File: config.mk
export PLATFORM = sky130hd
export DESIGN_NAME = grf_mp
export DESIGN_NICKNAME = d
export VERILOG_FILES = /design/src/rtl/grf_mp_pkg.sv /design/src/rtl/grf_scoreboard.sv /design/src/rtl/grf_mp.sv
export SDC_FILE = /design/constraint.sdc
export NUM_CORES = 2
export LEC_CHECK = 0
export ABC_CLOCK_PERIOD_IN_PS = 8730
export CAP_MARGIN = 25
export CORE_MARGIN = 2
export CORE_UTILIZATION = 53
export DETAILED_ROUTE_END_ITERATION = 8
export GPL_TIMING_DRIVEN = 0
export HOLD_SLACK_MARGIN = 0.02
export PLACE_DENSITY = 0.81
export SETUP_SLACK_MARGIN = 0.3
export SYNTH_ARGS = -nofsm -noshare
export SYNTH_HDL_FRONTEND = slang
export SYNTH_HIERARCHICAL = 1
export SYNTH_SLANG_ARGS = --single-unit
File: constraint.sdc
create_clock -name clk -period 8.73 [get_ports clk]
set_clock_uncertainty 0.05 [all_clocks]
set_input_delay 1.746 -clock clk [delete_from_list [all_inputs] [get_ports clk]]
set_output_delay 1.746 -clock clk [all_outputs]
set_load 0.05 [all_outputs]
File: src/rtl/grf_mp_pkg.sv
`default_nettype none
// ============================================================================
// Module      : grf_mp_pkg
// Description : Shared defaults and constants for the multi-port general
//               register file and its pending-bit scoreboard.
// Revision    : 1.0 - initial release
// ============================================================================
package grf_mp_pkg;

    // Default geometry of the register file
    localparam int c_DW_DEFAULT = 32;
    localparam int c_AW_DEFAULT = 5;

    // Index of the hardwired zero register
    localparam int c_REG_ZERO = 0;

    // Trace format for register writes: port, address, data
    localparam string c_WR_FMT = "WR port%0d r%0d <= %08h";

endpackage : grf_mp_pkg
`default_nettype wire

File: src/rtl/grf_scoreboard.sv
`default_nettype none
// ============================================================================
// Module      : grf_scoreboard
// Description : Per-register pending bits. An issue sets a bit and an
//               effective write clears it. Also provides the per-read-port
//               busy lookup used by the hazard unit.
// Revision    : 1.0 - initial release
// ============================================================================
module grf_scoreboard
    import grf_mp_pkg::*;
#(
    parameter int AW       = c_AW_DEFAULT,
    parameter int NR       = 2,
    parameter int ZERO_REG = 1
) (
    input  logic                clk,
    input  logic                reset,
    input  logic                iss,
    input  logic [AW-1:0]       iss_a,
    input  logic                wv0,
    input  logic [AW-1:0]       wa0,
    input  logic                wv1,
    input  logic [AW-1:0]       wa1,
    input  logic [NR*AW-1:0]    ra,
    output logic [NR-1:0]       busy,
    output logic [(2**AW)-1:0]  pend
);

    localparam int c_DEPTH = 2 ** AW;

    logic [c_DEPTH-1:0] r_pend;
    logic [c_DEPTH-1:0] w_pend_nxt;

    // Next pending vector: an issue wins over a write to the same register,
    // because the issuing instruction is the younger producer.
    always_comb begin
        w_pend_nxt = r_pend;
        for (int r = 0; r < c_DEPTH; r++) begin
            if (iss && (iss_a == AW'(r))) begin
                w_pend_nxt[r] = 1'b1;
            end else if ((wv0 && (wa0 == AW'(r))) || (wv1 && (wa1 == AW'(r)))) begin
                w_pend_nxt[r] = 1'b0;
            end
        end
        if (ZERO_REG != 0) begin
            w_pend_nxt[c_REG_ZERO] = 1'b0;
        end
    end

    // Pending register; reset discards all in-flight producers
    always_ff @(posedge clk) begin
        if (reset) begin
            r_pend <= '0;
        end else begin
            r_pend <= w_pend_nxt;
        end
    end

    assign pend = r_pend;

    // A write landing this cycle is forwarded by the bypass, so it cancels busy
    for (genvar k = 0; k < NR; k++) begin : g_busy
        logic [AW-1:0] w_ra;
        assign w_ra    = ra[k*AW +: AW];
        assign busy[k] = r_pend[w_ra]
                         && !(wv0 && (wa0 == w_ra))
                         && !(wv1 && (wa1 == w_ra));
    end

endmodule : grf_scoreboard
`default_nettype wire

File: src/rtl/grf_mp.sv
`default_nettype none
// ============================================================================
// Module      : grf_mp
// Description : Parametrised general register file with NR combinational
//               read ports, two prioritised write ports, write-through bypass,
//               optional hardwired zero register and integrated pending bits.
// Revision    : 1.0 - initial release
// ============================================================================
module grf_mp
    import grf_mp_pkg::*;
#(
    parameter int DW       = c_DW_DEFAULT,
    parameter int AW       = c_AW_DEFAULT,
    parameter int NR       = 2,
    parameter int ZERO_REG = 1
) (
    input  logic                clk,
    input  logic                reset,
    input  logic [NR*AW-1:0]    ra,
    output logic [NR*DW-1:0]    rd,
    output logic [NR-1:0]       busy,
    input  logic                we0,
    input  logic [AW-1:0]       wa0,
    input  logic [DW-1:0]       wd0,
    input  logic                we1,
    input  logic [AW-1:0]       wa1,
    input  logic [DW-1:0]       wd1,
    input  logic                iss,
    input  logic [AW-1:0]       iss_a,
    output logic [(2**AW)-1:0]  pend
);

    localparam int            c_DEPTH = 2 ** AW;
    localparam logic [AW-1:0] c_ZADDR = AW'(c_REG_ZERO);
    localparam bit            c_ZERO  = (ZERO_REG != 0);

    logic [DW-1:0] r_mem [c_DEPTH];
    logic          w_we0_eff;
    logic          w_we1_eff;

    // A write to the zero register is not a write at all
    assign w_we0_eff = we0 && !(c_ZERO && (wa0 == c_ZADDR));
    assign w_we1_eff = we1 && !(c_ZERO && (wa1 == c_ZADDR));

    // Storage update; port 1 is assigned last so it wins an address collision
    always_ff @(posedge clk) begin
        if (reset) begin
            for (int i = 0; i < c_DEPTH; i++) begin
                r_mem[i] <= '0;
            end
        end else begin
            if (w_we0_eff) begin
                r_mem[wa0] <= wd0;
            end
            if (w_we1_eff) begin
                r_mem[wa1] <= wd1;
            end
        end
    end

    // Per-port read mux: zero register, then port 1, then port 0, then storage
    for (genvar k = 0; k < NR; k++) begin : g_rd
        logic [AW-1:0] w_ra;
        logic [DW-1:0] w_rd;
        assign w_ra = ra[k*AW +: AW];

        // Bypass selection for this read port
        always_comb begin
            w_rd = r_mem[w_ra];
            if (w_we0_eff && (wa0 == w_ra)) begin
                w_rd = wd0;
            end
            if (w_we1_eff && (wa1 == w_ra)) begin
                w_rd = wd1;
            end
            if (c_ZERO && (w_ra == c_ZADDR)) begin
                w_rd = '0;
            end
        end

        assign rd[k*DW +: DW] = w_rd;
    end

    grf_scoreboard #(
        .AW       (AW),
        .NR       (NR),
        .ZERO_REG (ZERO_REG)
    ) u_scoreboard (
        .clk   (clk),
        .reset (reset),
        .iss   (iss),
        .iss_a (iss_a),
        .wv0   (w_we0_eff),
        .wa0   (wa0),
        .wv1   (w_we1_eff),
        .wa1   (wa1),
        .ra    (ra),
        .busy  (busy),
        .pend  (pend)
    );

endmodule : grf_mp
`default_nettype wire
Yosys cells after proc, flatten, opt, wreduce, memory -nomap -nowiden
Memory sizes are Yosys's and may differ from the RTL's.
Cells that the tools add are included.

storage, ports and cells
  register bits after elaboration = 32
  bits in latches = 0
  bits in writable memories = 1024
  memory bits (read-only) = 0
  output and inout bits = 98
  word-level logic and storage cells = 395
  memories kept = 1

cells by class
  add/sub/neg operators = 0
  multiply operators = 0
  div/mod/pow operators = 0
  magnitude comparators = 2
  equal/unequal tests = 97
  shift operators = 0
  mux-type cells = 86
  bitwise operators = 0
  reductions and logical operators = 177

memory list
  memory  depth  bits a word  rd ports  clocked after Yosys merged registers in  write ports  RTL line      source
  r_mem   32     32           2         0                                        32           grf_mp.sv:37  logic [DW-1:0] r_mem [c_DEPTH];

operator list
  kind                                                  count
  two-way mux 32 bit                                    8
  equality test 5 bit (second input constant)           48
  equality test 5 x 4 -> 1 bit (second input constant)  24
  logical AND 1 bit                                     103
  two-way mux 1 bit                                     74
  OR reduction 32 bit                                   2
  nonzero test 2 bit                                    31
  equality test 5 x 3 -> 1 bit (second input constant)  12
  logical OR 1 bit                                      31
  equality test 5 x 2 -> 1 bit (second input constant)  6
  equality test 5 bit                                   4
  zero test 5 bit                                       4
  equality test 5 x 1 -> 1 bit (second input constant)  3
  < comparator 5 x 6 -> 1 bit (second input constant)   2
  binary-select mux 1 bit (select 5 bit)                2
  two-way mux 5 bit                                     2
  zero test 1 bit                                       6

Logic depth before layout (Yosys ltp)
  word-level depth = 8
  mapped depth = 10
  depth with buffers taken out = 7

Hierarchy
Netlist, hierarchy kept.

modules (own cells, without submodules)
  module          instances  cells each  area each (um^2)  seq. area each (um^2)
  grf_mp          1          4915        61083.6           30749.5
  grf_scoreboard  1          273         2463.6            620.6

Worst setup path after synthesis
No wires, ideal clock.

  path kind = in2out
  from = in wa1[4]
  to = out rd[62]
  arrival time = 4.295 ns
  required time = 6.934 ns
  setup slack = 2.639 ns
  stages on the path = 9
  path buffers = 4
  cells stage by stage = buf_2 > or3_1 > clkbuf_1 > o31a_1 > and4_1 > buf_2 > or3b_1 > buf_2 > o221ai_1

on the way
  word-level cells in the longest chain between the ends = 6
  elaborated cells on any way between the ends = 7

ends and longest elaborated chain
  item                 RTL line      source
  from (decl)          grf_mp.sv:26  input logic [AW-1:0] wa1,
  zero test 5 bit      --
  zero test 1 bit      grf_mp.sv:43  assign w_we1_eff = we1 && !(c_ZERO && (wa1 == c_ZADDR));
  logical AND 1 bit    grf_mp.sv:43
  named net w_we1_eff  grf_mp.sv:39  logic w_we1_eff;
  logical AND 1 bit    grf_mp.sv:73  if (w_we1_eff && (wa1 == w_ra)) begin
  two-way mux 32 bit   grf_mp.sv:73
  two-way mux 32 bit   grf_mp.sv:76  if (c_ZERO && (w_ra == c_ZADDR)) begin
  to (decl)            grf_mp.sv:20  output logic [NR*DW-1:0] rd,

The timed path passes the listed nets, and every way through them passes these cells.

Worst setup path after layout
  from = in ra[7]
  to = out rd[42]

on the way
  word-level cells in the longest chain between the ends = 5
  elaborated cells on any way between the ends = 9

ends and longest elaborated chain
  item                                                          RTL line      source
  from (decl)                                                   grf_mp.sv:19  input logic [NR*AW-1:0] ra,
  branches (longest 4 deep; another with memory (32 x 32 bit))  --
  two-way mux 32 bit (*)                                        grf_mp.sv:76

Every way passes the cells marked *.

==> results.toml <==
[setup_path]
worst_setup_path_start_kind = "input pin"
ff2ff_path_depth = 2
crit_slowest_cell = "clkdlybuf4s50_1"
reg2reg_slack_ns = 7.90
cp_common_cell = "clkbuf_1"
cpPeakStageDelay_ns = 0.93
critical_path.max_fanout = 10
endpoint_kind = "primary output"
critPathRequiredTime_ns = 6.93
arrival_ns = 6.82
critical_path.top_delay_family = "buffers and inverters"
worstSetupPathType = "input pin to primary output"
regToRegStartpoint = "u_scoreboard/pend[12]"
crit_chain = "clkdlybuf4s50_1 > clkbuf_1 > clkbuf_1 > buf_1 > clkbuf_1 > a311oi_1 > a22o_1 > o221ai_2 > clkdlybuf4s50_1"
cp.buffers_inverters = 6
r2r_end = "u_scoreboard/pend[12]"

[floorplan]
dieArea_sq_um = 123000
fp-row-count = 127
pin_count = 192
core_sq_um = 119000
dieWidth_um = 350
initial_core_util_pct = 53.2
die_y_um = 350

[clocking]
h-tree-depth = 3
hold_buffers = 0
cts_tree = "yes"
cts_max_path_buffers = 3
cts_root_buffer = "clkbuf_16"
cts.sinks = 1055
path_clk_slew_ns = 0.06
cts_buffers = 108
clock_latency_ns = 0.71

[logic_synthesis]
synth_area_leaders = "edfxtp_1 (48%), mux4_2 (11%), a22o_1 (11%)"
yosysMostFrequentCell = "edfxtp_1"
synth_fa_ha_area_share_pct = 0
ys_seq_elements = 1055
syn_area_per_cell_sq_um = 12.2
synth_top_family_by_area = "compound AO/OA/AOI/OAI gates"
synth_cell_type_count = 57
synth_flop_cell = "edfxtp_1"
yosysTopAreaCell = "edfxtp_1"
synth_compound_area_share_pct = 19.8
synth_edf_count = 1024
synth-xor-area-share_pct = 0.551
synthTopCellsByCount = "edfxtp_1 (1024), a22o_1 (798), nand2_1 (658)"
muxShareOfSynthArea_pct = 19.1
synth_area_sq_um = 63500
synthCells = 5188
synth_warnings = 6
async_reset_ff_share_pct = 0
yosysTopAreaCellShare_pct = 48.4
yosysSeqAreaShare_pct = 49.4
yosys.area_share.simple_pct = 6.24

[placement]
dp_hpwl_um = 209000
place.gp.congestion = 1.08
place_inst = 7011
io_buffers = 152

[drt]
wl_per_cell_um = 36.2
firstDrtPassIters = 9
drc_errors = 4
drt-total-wl_um = 261000
drt_iter0_drc = 10186
vias = 53604
viasPerCell = 7.42
ant_nets = 0

[global_route]
grt_max_degree = 33
use_met2_pct = 62.3
grt_use_met1_pct = 52.1
grt.busiest_layer = "met2"
grt_pass1_wl_um = 360000
grt_usage_pct = 41.5
first_global_vias = 50776
antenna_found_initial = 13
use_met3_pct = 15.9
grt_overflow = 0

[min_path]
min-delay-start = "u_scoreboard/pend[9]"
worst_hold_path.endpoint = "u_scoreboard/pend[9]"
whs_path_depth = 2
hold_path_class = "flip-flop to flip-flop"

[outcome]
status = "finished, violations left"
violations = "design-rule violations"

[timing]
clock.fmax_mhz = 116
relSlewSlack_pct = 16.3
setup_viol = 0
fin_crit_sh_pct = 98.6
fin_crit_ns = 8.61
max_slew.worst_pin.slew_ns = 1.24
slew_viol_final = 0
finalHoldViolations = 0
rsz0062_at_grt = "no"

[final_layout]
nets = 5609
finalCoreUtilization_pct = 59.9
drive_above_1_share_pct = 14.6
fin_cells = 7225
fillers = 9442
syn_to_final_growth_pct = 12.6

[pwr]
p_sw_mw = 3.82
powerDensity_nw_per_um2 = 185
peakVddDrop_mv = 0.172
combPwrFrac_pct = 17.0
netSwitchingFraction_pct = 28.9
seqPwrFrac_pct = 45.7
clkPwrFrac_pct = 37.3
p_int_mw = 9.40
leakagePower_nw = 24.1

[run]
cap_violations = 0
==> final cells by class <==
| class | count | area (sq um) | share of cell area (%) |
|---|---|---|---|
| Sequential cell | 1055 | 31400 | 43.8 |
| Inverter | 36 | 135 | 0.189 |
| Antenna cell | 11 | 27.5 | 0.0385 |
| Clock buffer | 138 | 2930 | 4.09 |
| Tap cell | 1612 | 2020 | 2.82 |
| Buffer | 738 | 3040 | 4.25 |
| Clock inverter | 59 | 701 | 0.979 |
| Multi-Input combinational cell | 3390 | 29300 | 40.9 |
| Timing Repair Buffer | 186 | 2080 | 2.91 |
==> power by group through the flow <==
stage                     combinational, mW  clock (mW)  sequential [mW]
after global routing                   2.27        5.02             6.05
after detailed placement               2.12           0             6.12
after global placement                 2.06           0             6.10
after floorplan                        1.31           0             6.06
after CTS                              2.13        4.83             6.02
final                                  2.25        4.93             6.04
==> logic make-up (layout without fill, tap and decap cells) <==
| logic type | count (synthesis) | in the layout |
|---|---|---|
| AO/OA/AOI/OAI | 1589 | 1589 |
| flip-flops | 1055 | 1055 |
| AND/OR/NAND/NOR | 928 | 928 |
| multiplexers | 800 | 800 |
| buffers and inverters | 774 | 1157 |
| XOR/XNOR | 40 | 40 |
| other | 2 | 44 |
==> worst max-delay path by stage <==
stage / startpoint / endpoint / slack (ns) / cells past startpoint
floorplan: wa1[4] / rd[62] / 2.64 / 9
global placement: ra[6] / rd[42] / -0.37 / 10
detailed placement: ra[0] / rd[31] / -0.02 / 11
CTS: ra[0] / rd[20] / 0.40 / 11
global route: ra[0] / rd[21] / 0.30 / 11
finish: ra[7] / rd[42] / 0.12 / 9
==> per-stage QoR <==
step | worst slack (ns) | cell area (sq um) | hold WS, ns | total power [mW] | TNS (ns)
3_3_place_gp | -0.374 | 67200 | 0.485 | 8.17 | -7.29
4_1_cts | 0.399 | 71500 | 0.511 | 13.0 | 0
5_1_grt | 0.305 | 71600 | 0.523 | 13.3 | 0
3_5_place_dp | -0.0185 | 67800 | 0.492 | 8.24 | -0.0185
2_1_floorplan | 2.64 | 63700 | 0.738 | 7.37 | 0
6_report | 0.118 | 71600 | 0.517 | 13.2 | 0
==> state kept, by name, summed over array words and instances, names as in the netlist <==
signal             flops
r_mem               1024
u_scoreboard/pend     31
==> worst min-delay path: stages, from the launching register on <==
cell     delay [ns]
dfxtp_1        0.37
a22oi_1        0.08
nor2_1         0.08
==> metal layers <==
| layer | vias to the layer above | routed length (um) | part of all wire (%) |
|---|---|---|---|
| li1 | 21310 | - | - |
| met1 | 26472 | 88400 | 34 |
| met2 | 4954 | 113000 | 43 |
| met3 | 850 | 43000 | 16 |
| met4 | 18 | 16300 | 6.2 |
| met5 | - | 436 | 0.17 |
==> cells in the final DEF (no fill, tap or decap), types with 14 or more instances in the layout <==
master           instances
a21oi_1                 66
a22o_1                 798
or3_2                   22
clkinv_2                17
clkinv_1                15
nand2_1                658
nand3b_1                15
clkbuf_1               569
buf_1                   57
dfxtp_1                 31
o21ai_0                318
buf_2                  113
a22oi_1                 72
conb_1                  33
o221ai_1                65
clkdlybuf4s50_1        134
mux2_2                  66
buf_4                   15
mux4_2                 312
inv_1                   36
dlymetal6s2s_1          16
bufinv_16               14
nor3_1                  27
a311oi_1                62
o22ai_1                 64
mux2i_1                414
a221oi_1                62
clkbuf_16              112
o221ai_2                61
nand3_1                 21
nor2_1                 110
xnor2_1                 30
edfxtp_1              1024
==> repair_timing <==
| item | CTS | global route |
|---|---|---|
| gates cloned | 0 | 0 |
| buffers inserted | 4 | 0 |
| resized for setup | 7 | 22 |
| setup endpoints to repair | 33 | 20 |
(Power assumes the default switching activity.)
